### src/rtl/vga_text_scroll_engine_if.sv
// Port bundle for vga_text_scroll_engine: CPU access port, command handshake
// and the io port toward vga_driver.
interface vga_text_scroll_engine_if;
  // cmd handshake: a command transfers at a rising edge where cmd_valid && cmd_ready;
  // cmd_* must be stable in that cycle; cmd_ready is high only in IDLE.
  logic        cpu_do_write;
  logic        cpu_do_byte_op;
  logic [14:0] cpu_addr;
  logic [15:0] cpu_write_data;
  logic [15:0] cpu_read_data;
  logic        cpu_stall;

  logic        cmd_valid;
  logic        cmd_op;
  logic [7:0]  cmd_char;
  logic [7:0]  cmd_fg;
  logic [7:0]  cmd_bg;
  logic        cmd_ready;
  logic        busy;
  logic        done;

  logic        io_do_write;
  logic        io_do_byte_op;
  logic [14:0] io_addr;
  logic [15:0] io_write_data;
  logic [15:0] io_read_data;

  modport slave (
    input  cpu_do_write, cpu_do_byte_op, cpu_addr, cpu_write_data,
    output cpu_read_data, cpu_stall,
    input  cmd_valid, cmd_op, cmd_char, cmd_fg, cmd_bg,
    output cmd_ready, busy, done,
    output io_do_write, io_do_byte_op, io_addr, io_write_data,
    input  io_read_data
  );

  modport master (
    output cpu_do_write, cpu_do_byte_op, cpu_addr, cpu_write_data,
    input  cpu_read_data, cpu_stall,
    output cmd_valid, cmd_op, cmd_char, cmd_fg, cmd_bg,
    input  cmd_ready, busy, done,
    input  io_do_write, io_do_byte_op, io_addr, io_write_data,
    output io_read_data
  );
endinterface

### src/rtl/vga_text_scroll_engine.sv
// Scroll-up / clear engine in front of the VGA text buffer io port.
// Define VGA_TEXT_CLEAR_EN to build the full-screen clear; otherwise cmd_op=1 completes as a no-op.
module vga_text_scroll_engine #(
  parameter int BASE   = 0,
  parameter int COLS   = 80,
  parameter int ROWS   = 30,
  parameter int RD_LAT = 2
) (
  input  logic                      main_clk,
  input  logic                      main_rst_n,
  vga_text_scroll_engine_if.slave   bus,
  output logic [2:0]                dbg_state_o
);

  localparam int ROW_BYTES  = COLS * 3;
  localparam int COPY_WORDS = (ROWS - 1) * COLS * 3 / 2;
  localparam int ROW_WORDS  = COLS * 3 / 2;

  localparam logic [14:0] SRC_BASE  = 15'(BASE + ROW_BYTES);
  localparam logic [14:0] DST_BASE  = 15'(BASE);
  localparam logic [14:0] LAST_ROW  = 15'(BASE + (ROWS - 1) * ROW_BYTES);
  localparam logic [14:0] COPY_LAST = 15'(COPY_WORDS - 1);
  localparam logic [14:0] ROW_LAST  = 15'(ROW_WORDS - 1);
  localparam logic [7:0]  WAIT_LAST = 8'((RD_LAT > 1) ? RD_LAT - 2 : 0);
`ifdef VGA_TEXT_CLEAR_EN
  localparam logic [14:0] ALL_LAST  = 15'(ROWS * COLS * 3 / 2 - 1);
`endif

  // Keep the mode, font-base and frame-counter bytes above 20476 out of reach.
  if (BASE % 2 != 0) begin : g_bad_base
    $error("vga_text_scroll_engine: BASE must be even");
  end
  if (BASE + ROWS * COLS * 3 > 20476) begin : g_bad_size
    $error("vga_text_scroll_engine: text area overlaps control bytes");
  end
  if ((COLS * 3) % 2 != 0) begin : g_bad_cols
    $error("vga_text_scroll_engine: COLS*3 must be even");
  end
  if (RD_LAT < 1) begin : g_bad_lat
    $error("vga_text_scroll_engine: RD_LAT must be >= 1");
  end

  typedef enum logic [2:0] {S_IDLE, S_RD, S_WAIT, S_WR, S_FILL, S_DONE} state_t;

  state_t      state_q, state_d;
  logic [14:0] cnt_q, cnt_d;
  logic [7:0]  wait_q, wait_d;
  logic [14:0] fill_base_q, fill_base_d;
  logic [14:0] fill_last_q, fill_last_d;
  logic [1:0]  phase_q, phase_d;
  logic [7:0]  char_q, char_d, fg_q, fg_d, bg_q, bg_d;

  logic [14:0] word_off;
  logic [1:0]  phase_p1, phase_p2;

  function automatic logic [7:0] pick(input logic [1:0] ph, input logic [7:0] c,
                                      input logic [7:0] f, input logic [7:0] b);
    case (ph)
      2'd0:    pick = c;
      2'd1:    pick = f;
      default: pick = b;
    endcase
  endfunction

  assign word_off = {cnt_q[13:0], 1'b0};
  // Byte phase of the high byte of this word, and of the next word's low byte.
  assign phase_p1 = (phase_q == 2'd2) ? 2'd0 : phase_q + 2'd1;
  assign phase_p2 = (phase_p1 == 2'd2) ? 2'd0 : phase_p1 + 2'd1;

  assign bus.busy          = (state_q != S_IDLE);
  assign bus.cpu_stall     = (state_q != S_IDLE);
  assign bus.cpu_read_data = bus.io_read_data;
  assign dbg_state_o       = state_q;

  always_comb begin
    state_d           = state_q;
    cnt_d             = cnt_q;
    wait_d            = wait_q;
    fill_base_d       = fill_base_q;
    fill_last_d       = fill_last_q;
    phase_d           = phase_q;
    char_d            = char_q;
    fg_d              = fg_q;
    bg_d              = bg_q;
    bus.io_do_write   = 1'b0;
    bus.io_do_byte_op = 1'b0;
    bus.io_addr       = 15'd0;
    bus.io_write_data = 16'd0;
    bus.cmd_ready     = 1'b0;
    bus.done          = 1'b0;

    case (state_q)
      S_IDLE: begin
        // Gated by reset so the io port and cmd_ready sit at zero while held in reset.
        if (main_rst_n) begin
          bus.io_do_write   = bus.cpu_do_write;
          bus.io_do_byte_op = bus.cpu_do_byte_op;
          bus.io_addr       = bus.cpu_addr;
          bus.io_write_data = bus.cpu_write_data;
          bus.cmd_ready     = 1'b1;
        end
        if (bus.cmd_valid) begin
          char_d  = bus.cmd_char;
          fg_d    = bus.cmd_fg;
          bg_d    = bus.cmd_bg;
          cnt_d   = 15'd0;
          phase_d = 2'd0;
          if (!bus.cmd_op) begin
            fill_base_d = LAST_ROW;
            fill_last_d = ROW_LAST;
            state_d     = (COPY_WORDS > 0) ? S_RD : S_FILL;
          end else begin
`ifdef VGA_TEXT_CLEAR_EN
            fill_base_d = DST_BASE;
            fill_last_d = ALL_LAST;
            state_d     = S_FILL;
`else
            state_d     = S_DONE;
`endif
          end
        end
      end
      S_RD: begin
        bus.io_addr = SRC_BASE + word_off;
        wait_d      = 8'd0;
        state_d     = (RD_LAT > 1) ? S_WAIT : S_WR;
      end
      S_WAIT: begin
        if (wait_q == WAIT_LAST) state_d = S_WR;
        else                     wait_d  = wait_q + 8'd1;
      end
      S_WR: begin
        bus.io_do_write   = 1'b1;
        bus.io_addr       = DST_BASE + word_off;
        bus.io_write_data = bus.io_read_data;
        if (cnt_q == COPY_LAST) begin
          cnt_d   = 15'd0;
          phase_d = 2'd0;
          state_d = S_FILL;
        end else begin
          cnt_d   = cnt_q + 15'd1;
          state_d = S_RD;
        end
      end
      S_FILL: begin
        bus.io_do_write   = 1'b1;
        bus.io_addr       = fill_base_q + word_off;
        bus.io_write_data = {pick(phase_p1, char_q, fg_q, bg_q),
                             pick(phase_q, char_q, fg_q, bg_q)};
        phase_d           = phase_p2;
        if (cnt_q == fill_last_q) state_d = S_DONE;
        else                      cnt_d   = cnt_q + 15'd1;
      end
      S_DONE: begin
        bus.done = 1'b1;
        state_d  = S_IDLE;
      end
      default: state_d = S_IDLE;
    endcase
  end

  always_ff @(posedge main_clk or negedge main_rst_n) begin
    if (!main_rst_n) begin
      state_q     <= S_IDLE;
      cnt_q       <= 15'd0;
      wait_q      <= 8'd0;
      fill_base_q <= 15'd0;
      fill_last_q <= 15'd0;
      phase_q     <= 2'd0;
      char_q      <= 8'd0;
      fg_q        <= 8'd0;
      bg_q        <= 8'd0;
    end else begin
      state_q     <= state_d;
      cnt_q       <= cnt_d;
      wait_q      <= wait_d;
      fill_base_q <= fill_base_d;
      fill_last_q <= fill_last_d;
      phase_q     <= phase_d;
      char_q      <= char_d;
      fg_q        <= fg_d;
      bg_q        <= bg_d;
    end
  end

endmodule

### src/flat_wrapper.sv
// flat-port wrapper written by rule: the top's interface ports become plain ports
module vga_text_scroll_engine_flat 
#(
  parameter int BASE   = 0,
  parameter int COLS   = 80,
  parameter int ROWS   = 30,
  parameter int RD_LAT = 2
)
  (main_clk, main_rst_n, dbg_state_o, bus_cpu_do_write, bus_cpu_do_byte_op, bus_cpu_addr, bus_cpu_write_data, bus_cpu_read_data, bus_cpu_stall, bus_cmd_valid, bus_cmd_op, bus_cmd_char, bus_cmd_fg, bus_cmd_bg, bus_cmd_ready, bus_busy, bus_done, bus_io_do_write, bus_io_do_byte_op, bus_io_addr, bus_io_write_data, bus_io_read_data);
  vga_text_scroll_engine_if bus_i ();
  input  logic main_clk;
  input  logic main_rst_n;
  output logic [2:0] dbg_state_o;
  input wire logic [$bits(bus_i.cpu_do_write)-1:0] bus_cpu_do_write;
  input wire logic [$bits(bus_i.cpu_do_byte_op)-1:0] bus_cpu_do_byte_op;
  input wire logic [$bits(bus_i.cpu_addr)-1:0] bus_cpu_addr;
  input wire logic [$bits(bus_i.cpu_write_data)-1:0] bus_cpu_write_data;
  output wire logic [$bits(bus_i.cpu_read_data)-1:0] bus_cpu_read_data;
  output wire logic [$bits(bus_i.cpu_stall)-1:0] bus_cpu_stall;
  input wire logic [$bits(bus_i.cmd_valid)-1:0] bus_cmd_valid;
  input wire logic [$bits(bus_i.cmd_op)-1:0] bus_cmd_op;
  input wire logic [$bits(bus_i.cmd_char)-1:0] bus_cmd_char;
  input wire logic [$bits(bus_i.cmd_fg)-1:0] bus_cmd_fg;
  input wire logic [$bits(bus_i.cmd_bg)-1:0] bus_cmd_bg;
  output wire logic [$bits(bus_i.cmd_ready)-1:0] bus_cmd_ready;
  output wire logic [$bits(bus_i.busy)-1:0] bus_busy;
  output wire logic [$bits(bus_i.done)-1:0] bus_done;
  output wire logic [$bits(bus_i.io_do_write)-1:0] bus_io_do_write;
  output wire logic [$bits(bus_i.io_do_byte_op)-1:0] bus_io_do_byte_op;
  output wire logic [$bits(bus_i.io_addr)-1:0] bus_io_addr;
  output wire logic [$bits(bus_i.io_write_data)-1:0] bus_io_write_data;
  input wire logic [$bits(bus_i.io_read_data)-1:0] bus_io_read_data;
  assign bus_i.cpu_do_write = bus_cpu_do_write;
  assign bus_i.cpu_do_byte_op = bus_cpu_do_byte_op;
  assign bus_i.cpu_addr = bus_cpu_addr;
  assign bus_i.cpu_write_data = bus_cpu_write_data;
  assign bus_cpu_read_data = bus_i.cpu_read_data;
  assign bus_cpu_stall = bus_i.cpu_stall;
  assign bus_i.cmd_valid = bus_cmd_valid;
  assign bus_i.cmd_op = bus_cmd_op;
  assign bus_i.cmd_char = bus_cmd_char;
  assign bus_i.cmd_fg = bus_cmd_fg;
  assign bus_i.cmd_bg = bus_cmd_bg;
  assign bus_cmd_ready = bus_i.cmd_ready;
  assign bus_busy = bus_i.busy;
  assign bus_done = bus_i.done;
  assign bus_io_do_write = bus_i.io_do_write;
  assign bus_io_do_byte_op = bus_i.io_do_byte_op;
  assign bus_io_addr = bus_i.io_addr;
  assign bus_io_write_data = bus_i.io_write_data;
  assign bus_i.io_read_data = bus_io_read_data;
  vga_text_scroll_engine #(.BASE(BASE), .COLS(COLS), .ROWS(ROWS), .RD_LAT(RD_LAT)) u_core (.main_clk(main_clk), .main_rst_n(main_rst_n), .bus(bus_i), .dbg_state_o(dbg_state_o));
endmodule
### config.mk
export PLATFORM = sky130hd
export DESIGN_NAME = vga_text_scroll_engine_flat
export DESIGN_NICKNAME = d
export VERILOG_FILES = /design/src/rtl/vga_text_scroll_engine_if.sv /design/src/rtl/vga_text_scroll_engine.sv /design/src/flat_wrapper.sv
export SDC_FILE = /design/constraint.sdc
export NUM_CORES = 1
export LEC_CHECK = 0
export CAP_MARGIN = 20
export CORE_ASPECT_RATIO = 0.7
export CORE_MARGIN = 1
export CORE_UTILIZATION = 47
export CTS_BUF_LIST = sky130_fd_sc_hd__clkbuf_2 sky130_fd_sc_hd__clkbuf_4 sky130_fd_sc_hd__clkbuf_8
export CTS_CLUSTER_DIAMETER = 80
export DETAILED_ROUTE_END_ITERATION = 6
export MAX_ROUTING_LAYER = met4
export PLACE_DENSITY = 0.91
export SKIP_LAST_GASP = 1
export SYNTH_ARGS = -nofsm -noshare
export SYNTH_HDL_FRONTEND = slang
export SYNTH_SLANG_ARGS = --single-unit
### constraint.sdc
create_clock -name main_clk -period 4.1 [get_ports main_clk]
set_clock_uncertainty 0.1 [all_clocks]
set_input_delay 0.615 -clock main_clk [delete_from_list [all_inputs] [get_ports main_clk]]
set_output_delay 0.615 -clock main_clk [all_outputs]
set_load 0.01 [all_outputs]
==> metrics <==
status=finished clean; GP Congestion=0.926; worst slew pin tran=1.02 ns; row count=27; footprint of the multi-input gates=2270 sq um; Final Net Count=671; drt first pass iters=5; die height=77.9 um; most frequent cells in the layout=130 x clkdlybuf4s50_1, 97 x nand2_1, 53 x dfrtp_1; die width=110 um; commonest non-fill, non-tap cell in the layout=clkdlybuf4s50_1; # clock sinks=53; async set-or-reset flop fraction in the synthesized netlist=100%; cell internal pwr=0.789 mW; I/O pin cnt=133; Ys Warns=0; part of the power in combinational logic=10.8%; crit path capture type=output pin; Tcrit/Tclk final=97.6%; Lkg Pwr=2.44 nW; register area=1330 sq um; CTS root buf=clkbuf_8; number of synthesized flops with an enable pin=0; first-pass GRT wire length=19.1 mm; post-detailed-route count of antenna-violating nets=0; Syn Nets=571; switching portion of total power=20.9%; sequential share of the synthesized area=34.2%; layout cells sized above 1=7.16%; Worst Hold Class=in -> async; CTS Buffer Depth=2; Yosys cell types=56; # setup viols final=0; cells after synthesis=486; Hold Vio Cnt, Final=0; register share of total power=52.3%; Final Non-Filler Cells=688; clk_lat worst skew=0.31 ns; antenna violations before repair=0; All-Layer GR Usage=28.2%; Synth Register Bits=53; Setup CP Type=reg -> out; final core occ=66.7%; floorplan core area=7940 sq um; number of remaining DRC errors=0; total of max-cap violations=0; largest net degree at the start of global routing=56; Worst slew margin=31.9%; initial core utilization=48.8%; Final HPWL DP=8.53 mm; total power=0.998 mW; Reg clk slew, reported paths=0.10 ns; vias in the first global route=3880; Syn Std Cell Area=3870 sq um; # diodes=0; wire per inst=16.7 um; CP Max Fanout=6; CTS Buf Count=5; global route total overflow=0; fin. max-slew vios=0; die area=8610 sq um; Layout area overhead=36.6%; Fin Hold WS=0.332 ns; I/O Buffers=132; Worst VDD drop=0.148 mV; Final min period=4.00 ns; RSZ-0062 raised after global routing=yes; crit start category=flip-flop; power density over cell area=189 nW/um^2; Place WS=0.267 ns; final WL=11.5 mm; Clock Power Share=36.9%; DP Cell Count=677; vias per std cell=5.75; switching power=0.209 mW; Syn Area/Cell=7.97 sq um; Max Fclk=0.250 GHz; Initial DRC Count=213; setup ws final=0.0973 ns; CTS tree=done; worst path arrival time=3.29 ns; ys flop type=dfrtp_1; Req. time, crit path=3.38 ns; Filler cells=632; H-tree levels=2; vias=3956
[per-stage QoR]
step | setup TNS (ns) | area [sq um]
after global routing | -0.0691 | 5290
after detailed placement | 0 | 5110
after global placement | 0 | 5110
final | 0 | 5290
after floorplan | 0 | 3870
after CTS | 0 | 5230
[routing by layer]
layer | up-vias | track usage, % | part of all wire, %
met3 | 12 | 6.41 | 8.7
met5 | - | - | 0
met2 | 187 | 43.8 | 46
met1 | 1869 | 37.0 | 44
li1 | 1888 | - | -
met4 | 0 | 7.87 | 1.4
[sequential cells by signal (all words and copies together) (netlist names)]
name / count
u_core.dbg_state_o: 3
u_core.wait_q: 8
u_core.bg_q: 8
u_core.fill_base_q: 1
u_core.cnt_q: 15
u_core.phase_q: 2
u_core.char_q: 8
u_core.fg_q: 8
[cells in the mapped netlist, types with 5 or more instances]
master     n  area (sq um)
nand4_1    5          31.3
o21ai_0   37           185
clkbuf_1  26          97.6
buf_2      7          35.0
mux2i_1   18           180
nand2_1   97           364
o211ai_1   5          37.5
nand3_1    9          45.0
xor2_1    14           123
inv_1      9          33.8
ha_1       7          87.6
dfrtp_1   53          1330
a22oi_1   22           165
xnor2_1    8          70.1
buf_4     17           128
nor2_1    45           169
and3_1     9          56.3
a21oi_1   23           115
nor3_1     5          25.0
[critical path: stages (launching register included)]
cell and delay, ns:
dfrtp_1 0.39, nor3b_4 0.16, nand2_1 0.14, ha_2 0.23
inv_1 0.06, fa_1 0.39, nand2b_1 0.20, a21oi_4 0.22
nand4_1 0.16, a31o_2 0.29, a221o_1 0.28, clkdlybuf4s50_1 0.47
[power groups by stage]
stage	Combinational [mW]	Sequential [mW]	Clock (mW)
4_1_cts	0.109	0.522	0.374
3_5_place_dp	0.108	0.533	0
3_3_place_gp	0.107	0.533	0
6_report	0.108	0.522	0.368
2_1_floorplan	0.0169	0.533	0
5_1_grt	0.115	0.522	0.392
[logic make-up (layout without fill, tap and decap cells)]
kind of cell               Yosys count  count (layout)  share of synthesized area, %
adders and majority gates            8               8                          2.78
AOI/OAI and AO/OA                  123             123                          21.2
muxes                               18              18                          4.65
DFF                                 53              53                          34.2
buffers and inverters               62             163                          8.27
xor gates and xnor gates            22              22                          4.98
and+or+nand+nor                    200             200                          23.8
[repair_timing]
item	CTS	global route
hold buffers	0	0
setup buffers	0	1
setup endpoints to repair	3	5
resized for setup	2	7
endpoints found under the hold margin	0	0
pin swaps	0	3
[final cells by class]
cell class | count | area share [%]
multi-input cells | 371 | 42.8
repair buffers | 145 | 26.8
flip-flops and latches | 53 | 25.1
well taps | 101 | 2.39
clock buffers | 6 | 1.44
clock inverters | 2 | 0.733
inverters | 10 | 0.709
[path summary, 6_finish.rpt]
| path | to | startpoint | depth (start not counted) | slack (ns) |
|---|---|---|---|---|
| max | bus_io_addr[12] | u_core.dbg_state_o[2]$_DFFE_PN0P_ | 11 | 0.1 |
| min | u_core.bg_q[3]$_DFFE_PN0P_ | main_rst_n | 2 | 0.33 |
| max reg2reg | u_core.dbg_state_o[2]$_DFFE_PN0P_ | u_core.wait_q[0]$_DFFE_PN0P_ | 8 | 1.77 |
| min reg2reg | u_core.fg_q[4]$_DFFE_PN0P_ | u_core.fg_q[4]$_DFFE_PN0P_ | 2 | 0.42 |
| max in group asynchronous | u_core.fill_base_q[4]$_DFFE_PN0P_ | main_rst_n | 2 | 3.10 |
| min in group main_clk | u_core.fg_q[4]$_DFFE_PN0P_ | u_core.fg_q[4]$_DFFE_PN0P_ | 2 | 0.42 |
(Power assumes the default switching activity.)
